<file path="src/rtl/fpaa_prog_sequencer.sv">
// Floating-gate programming sequencer: one inject/tunnel/measure op per command, address->pulse->hold->done.
// Optional abort input enabled by defining FPAA_PROG_ABORT_EN.
module fpaa_prog_sequencer #(
  parameter int unsigned ROW_BITS   = 6,
  parameter int unsigned COL_BITS   = 6,
  parameter int unsigned NUM_ROWS   = 48,
  parameter int unsigned NUM_COLS   = 52,
  parameter int unsigned PW_BITS    = 16,
  parameter int unsigned SETTLE_CYC = 8
) (
  input  logic                clk,
  input  logic                rst,
`ifdef FPAA_PROG_ABORT_EN
  input  logic                abort,
`endif
  input  logic                cmd_valid,
  output logic                cmd_ready,
  input  logic [1:0]          cmd_op,
  input  logic [ROW_BITS-1:0] cmd_row,
  input  logic [COL_BITS-1:0] cmd_col,
  input  logic [PW_BITS-1:0]  cmd_pulse,
  output logic [ROW_BITS-1:0] dec_row,
  output logic [COL_BITS-1:0] dec_col,
  output logic                dec_en,
  output logic                prog_r,
  output logic                run_r,
  output logic                drain_en,
  output logic                vtun_en,
  output logic                meas_win,
  output logic                busy,
  output logic                done,
  output logic                err
);

  localparam logic [2:0] ST_IDLE  = 3'd0;
  localparam logic [2:0] ST_ADDR  = 3'd1;
  localparam logic [2:0] ST_PULSE = 3'd2;
  localparam logic [2:0] ST_HOLD  = 3'd3;
  localparam logic [2:0] ST_DONE  = 3'd4;

  localparam logic [1:0] OP_INJECT  = 2'b00;
  localparam logic [1:0] OP_TUNNEL  = 2'b01;
  localparam logic [1:0] OP_MEASURE = 2'b10;
  localparam logic [1:0] OP_RSVD    = 2'b11;

  localparam logic [PW_BITS-1:0] SETTLE_LAST = PW_BITS'(SETTLE_CYC - 1);

  logic [2:0]          state_q, state_d;
  logic [PW_BITS-1:0]  cnt_q, cnt_d;
  logic [1:0]          op_q, op_d;
  logic [ROW_BITS-1:0] row_q, row_d;
  logic [COL_BITS-1:0] col_q, col_d;
  logic [PW_BITS-1:0]  pulse_q, pulse_d;
  logic                bad_q, bad_d;

  logic [ROW_BITS-1:0] dec_row_q, dec_row_d;
  logic [COL_BITS-1:0] dec_col_q, dec_col_d;
  logic dec_en_q, dec_en_d, prog_r_q, prog_r_d, run_r_q, run_r_d;
  logic drain_en_q, drain_en_d, vtun_en_q, vtun_en_d, meas_win_q, meas_win_d;
  logic done_q, done_d, err_q, err_d;

  logic abort_w;
  logic cmd_illegal;

`ifdef FPAA_PROG_ABORT_EN
  assign abort_w = abort;
`else
  assign abort_w = 1'b0;
`endif

  assign cmd_illegal = (cmd_op == OP_RSVD) || (cmd_pulse == '0) ||
                       (32'(cmd_row) >= NUM_ROWS) || (32'(cmd_col) >= NUM_COLS);

  // NOTE: every variable gets a default at the top of the block so no path can infer a latch.
  always_comb begin
    state_d = state_q;
    cnt_d   = cnt_q;
    op_d    = op_q;
    row_d   = row_q;
    col_d   = col_q;
    pulse_d = pulse_q;
    bad_d   = bad_q;
    case (state_q)
      ST_IDLE: begin
        if (cmd_valid) begin
          op_d    = cmd_op;
          row_d   = cmd_row;
          col_d   = cmd_col;
          pulse_d = cmd_pulse;
          bad_d   = cmd_illegal;
          cnt_d   = SETTLE_LAST;
          state_d = cmd_illegal ? ST_DONE : ST_ADDR;
        end
      end
      ST_ADDR: begin
        if (abort_w) begin
          state_d = ST_HOLD;
          cnt_d   = SETTLE_LAST;
          bad_d   = 1'b1;
        end else if (cnt_q == '0) begin
          state_d = ST_PULSE;
          cnt_d   = pulse_q - 1'b1;
        end else begin
          cnt_d = cnt_q - 1'b1;
        end
      end
      ST_PULSE: begin
        if (abort_w) begin
          state_d = ST_HOLD;
          cnt_d   = SETTLE_LAST;
          bad_d   = 1'b1;
        end else if (cnt_q == '0) begin
          state_d = ST_HOLD;
          cnt_d   = SETTLE_LAST;
        end else begin
          cnt_d = cnt_q - 1'b1;
        end
      end
      ST_HOLD: begin
        if (cnt_q == '0) state_d = ST_DONE;
        else             cnt_d   = cnt_q - 1'b1;
      end
      ST_DONE: state_d = ST_IDLE;
      default: state_d = ST_IDLE;
    endcase
  end

  // Outputs are decoded from the next state so the registered pins line up with the state they belong to.
  always_comb begin
    dec_row_d  = '0;
    dec_col_d  = '0;
    dec_en_d   = 1'b0;
    prog_r_d   = 1'b0;
    run_r_d    = 1'b1;
    drain_en_d = 1'b0;
    vtun_en_d  = 1'b0;
    meas_win_d = 1'b0;
    done_d     = 1'b0;
    err_d      = 1'b0;
    if (state_d inside {ST_ADDR, ST_PULSE, ST_HOLD}) begin
      dec_row_d = row_d;
      dec_col_d = col_d;
      dec_en_d  = 1'b1;
      prog_r_d  = 1'b1;
      run_r_d   = 1'b0;
    end
    if (state_d == ST_PULSE) begin
      case (op_d)
        OP_INJECT:  drain_en_d = 1'b1;
        OP_TUNNEL:  vtun_en_d  = 1'b1;
        OP_MEASURE: begin
          drain_en_d = 1'b1;
          meas_win_d = 1'b1;
        end
        default: ;
      endcase
    end
    if (state_d == ST_DONE) begin
      done_d = 1'b1;
      err_d  = bad_d;
    end
  end

  // NOTE: sequential state uses non-blocking assignments only, so all flops update from pre-edge values.
  always_ff @(posedge clk or posedge rst) begin
    if (rst) begin
      state_q    <= ST_IDLE;
      cnt_q      <= '0;
      op_q       <= OP_INJECT;
      row_q      <= '0;
      col_q      <= '0;
      pulse_q    <= '0;
      bad_q      <= 1'b0;
      dec_row_q  <= '0;
      dec_col_q  <= '0;
      dec_en_q   <= 1'b0;
      prog_r_q   <= 1'b0;
      run_r_q    <= 1'b1;
      drain_en_q <= 1'b0;
      vtun_en_q  <= 1'b0;
      meas_win_q <= 1'b0;
      done_q     <= 1'b0;
      err_q      <= 1'b0;
    end else begin
      state_q    <= state_d;
      cnt_q      <= cnt_d;
      op_q       <= op_d;
      row_q      <= row_d;
      col_q      <= col_d;
      pulse_q    <= pulse_d;
      bad_q      <= bad_d;
      dec_row_q  <= dec_row_d;
      dec_col_q  <= dec_col_d;
      dec_en_q   <= dec_en_d;
      prog_r_q   <= prog_r_d;
      run_r_q    <= run_r_d;
      drain_en_q <= drain_en_d;
      vtun_en_q  <= vtun_en_d;
      meas_win_q <= meas_win_d;
      done_q     <= done_d;
      err_q      <= err_d;
    end
  end

  assign cmd_ready = (state_q == ST_IDLE);
  assign busy      = (state_q != ST_IDLE);
  assign dec_row   = dec_row_q;
  assign dec_col   = dec_col_q;
  assign dec_en    = dec_en_q;
  assign prog_r    = prog_r_q;
  assign run_r     = run_r_q;
  assign drain_en  = drain_en_q;
  assign vtun_en   = vtun_en_q;
  assign meas_win  = meas_win_q;
  assign done      = done_q;
  assign err       = err_q;

endmodule
</file>
<file path="config.mk">
export PLATFORM = sky130hd
export DESIGN_NAME = fpaa_prog_sequencer
export DESIGN_NICKNAME = d
export VERILOG_FILES = /design/src/rtl/fpaa_prog_sequencer.sv
export SDC_FILE = /design/constraint.sdc
export NUM_CORES = 1
export LEC_CHECK = 0
export BUFFER_PORTS_ARGS = -buffer_cell sky130_fd_sc_hd__buf_2
export CORE_ASPECT_RATIO = 0.75
export CORE_MARGIN = 3
export CORE_UTILIZATION = 44
export DETAILED_ROUTE_END_ITERATION = 7
export MAX_ROUTING_LAYER = met4
export SLEW_MARGIN = 20
export SYNTH_ARGS = -nofsm -noshare
export SYNTH_HDL_FRONTEND = slang
export SYNTH_SLANG_ARGS = --single-unit
</file>
<file path="constraint.sdc">
create_clock -name clk -period 2.3 [get_ports clk]
set_input_delay 0.115 -clock clk [delete_from_list [all_inputs] [get_ports clk]]
set_output_delay 0.115 -clock clk [all_outputs]
set_load 0.02 [all_outputs]
</file>
# [After elaboration in Yosys (flattened, before gate mapping)]
# Cells that the tools add are included.
[word_totals] output_inout_bits=22 register_bits=69 word_cells=76
[classes] n_mux=31 magnitude_cmp=2 add_sub_neg=2 n_reduce_logical=13 eq_ne=12
[ops] op="16-bit two-way mux" n=4
[ops] op="16-bit case mux with 4 select lines" n=1
[ops] op="6-bit two-way mux" n=6
[ops] op="16-bit logical NOT" n=2
[ops] op="16-bit by 1-bit subtractor with 16-bit output (second input constant)" n=2
[ops] op="3-bit two-way mux" n=5
[ops] op="3-bit by 2-bit == test with 1-bit output (second input constant)" n=4
[ops] op="6-bit greater-or-equal comparator (second input constant)" n=2
[ops] op="1-bit two-way mux" n=12
[ops] op="3-bit case mux with 4 select lines" n=1
[ops] op="3-bit by 1-bit == test with 1-bit output (second input constant)" n=2
[ops] op="3-bit nonzero test" n=2
[ops] op="2-bit == test (second input constant)" n=2
[ops] op="2-bit two-way mux" n=2
[ops] op="2-bit inequality test (second input constant)" n=2
[ops] op="4-bit nonzero test" n=1
[ops] op="3-bit == test (second input constant)" n=1
[ops] op="3-bit logical NOT" n=1
[ops] op="1-bit logical OR" n=3
[ops] op="3-bit AND reduction" n=1
[ops] op="2-bit by 1-bit == test with 1-bit output (second input constant)" n=1
[ops] op="2-bit logical NOT" n=1
[ops] op="2-bit AND reduction" n=1
[ops] op="2-bit OR reduction" n=1

# [Longest topological paths before layout]
# Gate-level depths: netlist of run 1.
[logic_depth] depth_word=10 mapped_depth=10 mapped_depth_nobuf=7

# [Worst setup path after synthesis of run 1]
# OpenSTA, ideal clock, no wires.
[synth_timing] path_kind="reg-to-reg" from="reg cnt_q[0]" to="reg dec_col_q[2], in the netlist dec_col[2]" synth_period_minus_slack_ps=2103 path_slack_ps=197 path_buffers=3 setup_ps=73 required_ps=2227 path_stages_with_launch=11 arrival_ps=2031 path_cell_list="dfrtp_1 -> clkbuf_1 -> inv_1 -> ha_1 -> nor4b_1 -> and4_1 -> buf_2 -> and3_1 -> a211o_1 -> buf_2 -> nor2b_1"
[synth_between] elab_chain_len=6 elab_cells_between_ends=10 cone_classes="eq/ne: 3; mux: 5; reduce/logical: 2"
[synth_rtl] element="start, declared" line_no="49" rtl="logic [PW_BITS-1:0] cnt_q, cnt_d;"
[synth_rtl] element="start signal, assigned" line_no="186" rtl="cnt_q <= cnt_d;"
[synth_rtl] element="16-bit logical NOT *" line_no="100, 112, 120"
[synth_rtl] element="3-bit two-way mux, on equally long branches" line_no="120, 100, 112"
[synth_rtl] element="3-bit case mux with 4 select lines *" line_no="83" rtl="case (state_q)"
[synth_rtl] element="3-bit by 1-bit == test with 1-bit output / 3-bit by 2-bit == test with 1-bit output (equally long branches)" line_no="140" rtl="if (state_d inside {ST_ADDR, ST_PULSE, ST_HOLD}) begin"
[synth_rtl] element="3-bit nonzero test *" line_no="140"
[synth_rtl] element="6-bit two-way mux *" line_no="140"
[synth_rtl] element="named net dec_col_d[2]" line_no="57" rtl="logic [COL_BITS-1:0] dec_col_q, dec_col_d;"
[synth_rtl] element="end signal, assigned" line_no="193" rtl="dec_col_q <= dec_col_d;"
[synth_rtl] element="end, declared" line_no="57"
# The timed path passes the listed nets; every way through them passes the cells marked *.
# A chain may end at the register's enable or synchronous reset.

# [Final worst setup path of run 1]
[layout_timing] from="reg cnt_q[0]" to="reg cnt_q[6]"
[layout_between] elab_chain_len=3 elab_cells_between_ends=8 cone_classes="add/sub: 1; eq/ne: 1; mux: 4; reduce/logical: 2"
[layout_rtl] element="16-bit by 1-bit subtractor with 16-bit output / 16-bit logical NOT (equally long branches)"
[layout_rtl] element="16-bit two-way mux, or another cell as far along" line_no="120" rtl="if (cnt_q == '0) state_d = ST_DONE;"
[layout_rtl] element="16-bit case mux with 4 select lines / 3-bit AND reduction (equally long branches)"
# Several ways; a longest one is shown, not always the timed one. The select of a mux whose other input is x is not followed.

==> summary.md, run 1 <==
| Metric | Value |
|---|---|
| Outcome | `completed` |
| Total GRT Usage | `20.92%` |
| Data required time of the critical path | `2.59 ns` |
| Total core area | `7466 sq um` |
| Crit start category | `flop` |
| Clk pwr share | `17.0%` |
| Crit path arrival time | `2.34 ns` |
| DRC | `0` |
| Drt first-iter violations | `129` |
| Maxcap violations | `0` |
| Reported leakage power | `0.002147 uW` |
| Crit Path Class | `flop to flop` |
| Vias in the first global route | `2,807` |
| Total power | `5781 uW` |
| EDFF count, synth | `0` |
| Fin. Hold Viols | `0` |
| Worst slew pin tran | `0.3919 ns` |
| Largest net degree at the start of global routing | `70` |
| Sink Count | `69` |
| Die H | `82.49 um` |
| Grt total ovfl | `0` |
| YS warnings | `0` |
| Area of the multi-input gates | `1584 sq um` |
| Routability congestion estimate | `0.9576` |
| Pint | `3360 uW` |
| Number of H-tree levels | `3` |
| Final wirelength | `8.629 mm` |
| Min-Delay Path Class | `input pin to flop` |
| Register area | `1728 sq um` |
| # setup viols final | `0` |
| Most common cell after layout, fill and taps aside | `nand2_1` |
| Number of nets with antenna violations after routing | `0` |
| Row cnt | `27` |
| Syn-to-layout area delta | `28.58%` |
| DIE AREA | `8907 sq um` |
| Switch share | `41.88%` |
| Power per Cell Area | `1310 nW/um^2` |
| Slew headroom | `73.67%` |
| Clock root cell | `clkbuf_8` |
| Syn nets | `414` |
| Final Hold Slack | `0.05662 ns` |
| Drt pass-1 iters | `5` |
| Count of different cell masters after synthesis | `58` |
| Filler instances | `652` |
| Switching pwr | `2421 uW` |
| Avg Vias per Cell | `5.204` |
| Clock Skews | `0.009762 ns` |
| Synthesized flop and latch total | `69` |
| Die W | `108.0 um` |
| Worst Path Max Fanout | `16` |
| Post-Syn Area per Cell | `9.079 sq um` |
| Initial antenna violation count | `0` |
| RSZ-0062 raised after global routing | `no` |
| Initial Utilization | `45.97%` |
| Clk buf depth | `2` |
| Post-Synthesis Cells | `378` |
| First-pass GRT wire length | `13.78 mm` |
| CTS clock-pin slew for the worst setup and hold paths | `0.07 ns` |
| Post-CTS Setup Bufs | `0` |
| Worst-skew pair later-pin latency | `0.35 ns` |
| Logic gate share of total power | `46.0%` |
| Setup TNS | `0 ns` |
| Layout Nets | `509` |
| WL/cell | `14.90 um` |
| Minimum clock period | `2.053 ns` |
| Ys flop type | `dfrtp_1` |
| Sequential share of the synthesized area | `50.35%` |
| Detailed Place HPWL | `5.943 mm` |
| Post-Syn Area | `3432 sq um` |
| Input/output buffers | `54` |
| Element type at the critical path end | `flop` |
| Vias post-DR | `3,013` |
| CTS Buf Count | `9` |
| Share of layout cells above drive strength 1 | `22.38%` |
| I/O pin count | `55` |
| Ant. Diodes | `0` |
| Flop pwr share | `37.1%` |
| Asr flop ratio synth | `100.0%` |
| CTS tree | `done` |
| Period utilisation layout | `89.27%` |
| Max Clk Rate | `487.0 MHz` |
| Worst VDD drop | `0.0006577 V` |
| Commonest cells after routing, fill and taps aside | `nand2_1 (102), dfrtp_1 (68), buf_2 (54), dlygate4sd3_1 (29), nor2_1 (20)` |
| Final Max Slew Viols | `0` |
| Fin util | `59.11%` |
state kept, by name, indices dropped and copies added, names as in the netlist:
| register | count |
|---|---|
| pulse_q | 16 |
| bad_q | 1 |
| row_q | 6 |
| err | 1 |
| op_q | 2 |
| drain_en | 1 |
| dec_col | 6 |
| vtun_en | 1 |
| state_q | 3 |
| cnt_q | 16 |
| col_q | 6 |
| done | 1 |
| prog_r | 1 |
| run_r | 1 |
| dec_row | 6 |
| meas_win | 1 |
logic make-up (layout without fill, tap and decap cells):
group	Yosys count	count (layout)	synth area share, %
buffers and inverters	29	129	3.536
adders and majority gates	4	4	1.385
DFF	69	69	50.35
AOI/OAI and AO/OA	52	52	10.39
muxes	2	2	0.5833
and+or+nand+nor	206	206	29.68
xor gates and xnor gates	16	16	4.083
layout make-up:
| cell class | count | share of cell area [%] |
|---|---|---|
| clock inverters | 7 | 1.673 |
| multi-input cells | 280 | 35.89 |
| clock buffers | 9 | 2.807 |
| flip-flops and latches | 69 | 39.16 |
| inverters | 9 | 0.7655 |
| repair buffers | 104 | 16.84 |
| well taps | 101 | 2.864 |
what timing repair did:
action                     in CTS  in global routing
hold buffers                   29                  0
hold endpoints to repair       96                  0
setup endpoints to repair       0                  2
gates resized for setup         0                  1
per-stage QoR:
| step | setup WS (ns) | instance area, sq um | cells |
|---|---|---|---|
| after CTS | 0.1638 | 4412 | 579 |
| final | 0.2468 | 4413 | 579 |
| after detailed placement | 0.1816 | 3924 | 534 |
| after global placement | 0.2488 | 3924 | 534 |
| after floorplan | 0.1967 | 3432 | 378 |
| after global routing | 0.06205 | 4413 | 579 |
metal layers:
metal / part of all wire [%] / up-vias / global-route usage [%]
li1: - / 1491 / -
met1: 53 / 1436 / 31.17
met2: 42 / 82 / 27.48
met3: 4.4 / 4 / 6.061
met4: 0.51 / 0 / 5.549
met5: 0 / - / -
worst paths after layout:
path,from,to,cells after the start,slack (ns)
setup / recovery,cnt_q[0]$_DFFE_PP0P_,cnt_q[6]$_DFFE_PP0P_,9,0.25
hold / removal,cmd_op[1],op_q[1]$_DFF_PP0_,3,0.06
setup reg to reg,cnt_q[0]$_DFFE_PP0P_,cnt_q[6]$_DFFE_PP0P_,9,0.25
hold reg to reg,col_q[4]$_DFF_PP0_,col_q[4]$_DFF_PP0_,2,0.47
max in group asynchronous,rst,run_r$_DFF_PP1_,4,1.59
min in group asynchronous,rst,pulse_q[2]$_DFFE_PP0P_,4,0.40
synth_stat cells, types with 3 or more instances:
cell type / instances / share of area (%)
clkbuf_1: 12 / 1.3
ha_1: 3 / 1.1
nor2b_1: 12 / 2.2
o211ai_1: 9 / 2.0
or4_1: 4 / 0.87
xnor2_1: 11 / 2.8
or3_1: 5 / 0.91
nor3_1: 19 / 2.8
xor2_1: 5 / 1.3
or2_2: 4 / 0.73
nand4_1: 5 / 0.91
dfrtp_1: 68 / 50
a21oi_1: 3 / 0.44
nor4_1: 9 / 1.6
nand3_1: 3 / 0.44
inv_1: 9 / 0.98
nor2_1: 20 / 2.2
nand2_1: 102 / 11
o21ai_0: 15 / 2.2
buf_2: 5 / 0.73
and3_1: 5 / 0.91
critical path, cell delays in order, from the launching register on:
cell and delay [ns]:
dfrtp_1 0.38, inv_1 0.10, ha_1 0.17, nor4b_1 0.30
nand4_1 0.19, buf_4 0.20, o21ai_1 0.14, buf_4 0.23
o21bai_1 0.15, a211o_1 0.14
power by group through the flow:
stage                     Clock, uW  Sequential [uW]  Combinational [uW]
after global routing           1080             2210                2960
after floorplan                   0             2150                1760
final                           981             2140                2660
after global placement            0             2150                2590
after detailed placement          0             2150                2600
after CTS                      1020             2140                2650
No activity file was read; power rests on OpenSTA's default activity.
==> run 2, diff against run 1 <==
--- a/config.mk
+++ b/config.mk
@@ -8,7 +8,7 @@
 export BUFFER_PORTS_ARGS = -buffer_cell sky130_fd_sc_hd__buf_2
 export CORE_ASPECT_RATIO = 0.75
 export CORE_MARGIN = 3
-export CORE_UTILIZATION = 44
+export CORE_UTILIZATION = 38
 export DETAILED_ROUTE_END_ITERATION = 7
 export MAX_ROUTING_LAYER = met4
 export SLEW_MARGIN = 20
==> constraint.sdc (replaced) <==
create_clock -name clk -period 2.19 [get_ports clk]
set_input_delay 0.1095 -clock clk [delete_from_list [all_inputs] [get_ports clk]]
set_output_delay 0.1095 -clock clk [all_outputs]
set_load 0.02 [all_outputs]
==> summary.md, run 2 (synthesis results as in run 1) <==
| Metric | Value |
|---|---|
| Outcome | `completed` |
| M1 GR Usage | `27.23% (-3.9 points)` |
| I/O pin count | `55 (unchanged)` |
| Commonest cells after routing, fill and taps aside | `nand2_1 (102), dfrtp_1 (68), buf_2 (54), nor2_1 (20)` |
| Min-Delay Path Class | `input pin to flop` |
| Slew headroom | `63.47% (-10 points)` |
| Largest net degree at the start of global routing | `45 (-36%)` |
| Leading registers by flop count | `cnt_q: 16 flops, pulse_q: 16 flops` |
| WL/cell | `15.38 um (+3.2%)` |
| Grt total ovfl | `0 (unchanged)` |
| Clock Skews | `0.007080 ns (-0.002682 ns)` |
| Initial antenna violation count | `0 (unchanged)` |
| Vias post-DR | `2,997 (-0.53%)` |
| RSZ-0062 raised after global routing | `no` |
| Clock root cell | `clkbuf_16` |
| Vias in the first global route | `2,952 (+5.2%)` |
| Data required time of the critical path | `2.39 ns (-0.20 ns)` |
| Final Max Slew Viols | `0 (unchanged)` |
| Reg-to-reg slack, setup | `0.17 ns (-0.08 ns)` |
| GR peak layer | `met1` |
| Drt pass-1 iters | `4 (-1)` |
| Worst Path Max Fanout | `4 (-12)` |
| Worst slew pin tran | `0.5471 ns (+0.1553 ns)` |
| Final wirelength | `8.872 mm (+2.8%)` |
| Minimum clock period | `2.022 ns (-0.03110 ns)` |
| Crit start category | `flop` |
| Initial Utilization | `39.74% (-6.2 points)` |
| Layout Nets | `500 (-1.8%)` |
| Row cnt | `29 (+7.4%)` |
| Reported leakage power | `0.002173 uW (+1.2%)` |
| Avg Vias per Cell | `5.194 (-0.19%)` |
| Filler instances | `790 (+21%)` |
| Clk buf depth | `2 (unchanged)` |
| DRC | `0 (unchanged)` |
| Ant. Diodes | `0 (unchanged)` |
| Die H | `88.31 um (+7.1%)` |
| Reg2Reg Depth | `5 (-4)` |
| # setup viols final | `0 (unchanged)` |
| Routability congestion estimate | `0.8876 (-7.3%)` |
| CTS Buf Count | `9 (unchanged)` |
| Worst-skew pair later-pin latency | `0.33 ns (-0.02 ns)` |
| Final worst setup slack | `0.1679 ns (-0.07890 ns)` |
| Power per Cell Area | `1474 nW/um^2 (+13%)` |
| Total GRT Usage | `19.07% (-1.8 points)` |
| Crit path arrival time | `2.23 ns (-0.11 ns)` |
| GRT met3 Usage | `6.494% (+0.43 points)` |
| Most common cell after layout, fill and taps aside | `nand2_1` |
| Period utilisation layout | `92.33% (+3.1 points)` |
| Syn-to-layout area delta | `30.22%` |
| Element type at the critical path end | `flop` |
| Number of H-tree levels | `3 (unchanged)` |
| CTS clock-pin slew for the worst setup and hold paths | `0.06 ns (about the same)` |
| Worst VDD drop | `0.0007678 V (+17%)` |
| Detailed Place HPWL | `6.223 mm (+4.7%)` |
| Input/output buffers | `54 (unchanged)` |
| Share of layout cells above drive strength 1 | `23.45% (+1.1 points)` |
| Met2 usage | `26.37% (-1.1 points)` |
| Die W | `115.7 um (+7.2%)` |
| Crit Path Class | `flop to flop` |
| DIE AREA | `10,220 sq um (+15%)` |
| Number of nets with antenna violations after routing | `0 (unchanged)` |
| DP Worst Slack | `0.06492 ns (-0.1166 ns)` |
| Max Clk Rate | `494.5 MHz (+1.5%)` |
| Setup TNS | `0 ns (unchanged)` |
| CTS tree | `done` |
| Fin. Hold Viols | `0 (unchanged)` |
| Hold depth | `3 (unchanged)` |
| Drt first-iter violations | `151 (+17%)` |
| Sink Count | `69 (unchanged)` |
| First-pass GRT wire length | `14.66 mm (+6.4%)` |
| Total core area | `8636 sq um (+16%)` |
| Maxcap violations | `0 (unchanged)` |
==> run 2: changes by cell type in the layout (fill, tap and decap cells not counted), moves of 2 or more <==
cell | before | now
clkbuf_16 | 0 | 9
buf_12 | 2 | 4
dlygate4sd3_1 | 29 | 18
clkbuf_8 | 9 | 1
==> run 2: metrics by stage <==
stage / instance area (sq um) / std cells / hold slack (ns) / utilization [%] / power, uW
2_1_floorplan: 3432 / 378 / 0.2149 / - / 4101
3_3_place_gp: 3965 / 542 / 0.1899 / 45.91 / 5017
3_5_place_dp: 3965 / 542 / 0.1877 / 45.91 / 5051
4_1_cts: 4453 / 576 / 0.00008157 / 51.56 / 6589
5_1_grt: 4469 / 577 / 0.006002 / 51.75 / 7104
6_report: 4469 / 577 / 0.006195 / 51.75 / 6589
==> run 2: cell type report <==
type                            count  area [sq um]  share of cell area [%]
Timing Repair Buffer               95         673.1                   15.06
Clock inverter                      6         68.82                   1.540
Multi-Input combinational cell    280          1592                   35.61
Sequential cell                    69          1728                   38.66
Clock buffer                       10         239.0                   5.347
Inverter                            9         33.78                  0.7559
Tap cell                          108         135.1                   3.024
==> run 2: path summary, 6_finish.rpt <==
| path | from | endpoint |
|---|---|---|
| max reg2reg | pulse_q[8]$_DFFE_PP0P_ | cnt_q[14]$_DFFE_PP0P_ |
| min in group asynchronous | rst | row_q[0]$_DFF_PP0_ |
| min | cmd_pulse[13] | pulse_q[13]$_DFFE_PP0P_ |
| max | pulse_q[8]$_DFFE_PP0P_ | cnt_q[14]$_DFFE_PP0P_ |
| max in group asynchronous | rst | state_q[0]$_DFF_PP0_ |
| min reg2reg | row_q[1]$_DFF_PP0_ | row_q[1]$_DFF_PP0_ |
==> run 2: report_power, final <==
group | switching [uW] | total, uW | internal (uW)
Sequential | 450 | 2250 | 1800
Clock | 557 | 1480 | 919
Combinational | 1630 | 2860 | 1230
Total | 2640 | 6590 | 3950
==> run 2: critical path, cell delays in order, from the launching register on <==
cell and delay (ns):
dfrtp_1 0.42, or3_4 0.42, or4_4 0.47, nor3_1 0.25, xnor2_1 0.22, o211ai_1 0.12
==> run 2: layer usage <==
| layer | vias up | wire (um) |
|---|---|---|
| met5 | - | 0 |
| met4 | 0 | 89 |
| met3 | 10 | 604 |
| met2 | 93 | 3753 |
| met1 | 1412 | 4424 |
| li1 | 1482 | - |
==> run 2: repair_timing <==
item / CTS / global route
buffers inserted: 0 / 1
hold endpoints to repair: 41 / 0
hold buffers: 18 / 0
setup endpoints to repair: 0 / 35
resized for setup: 0 / 3
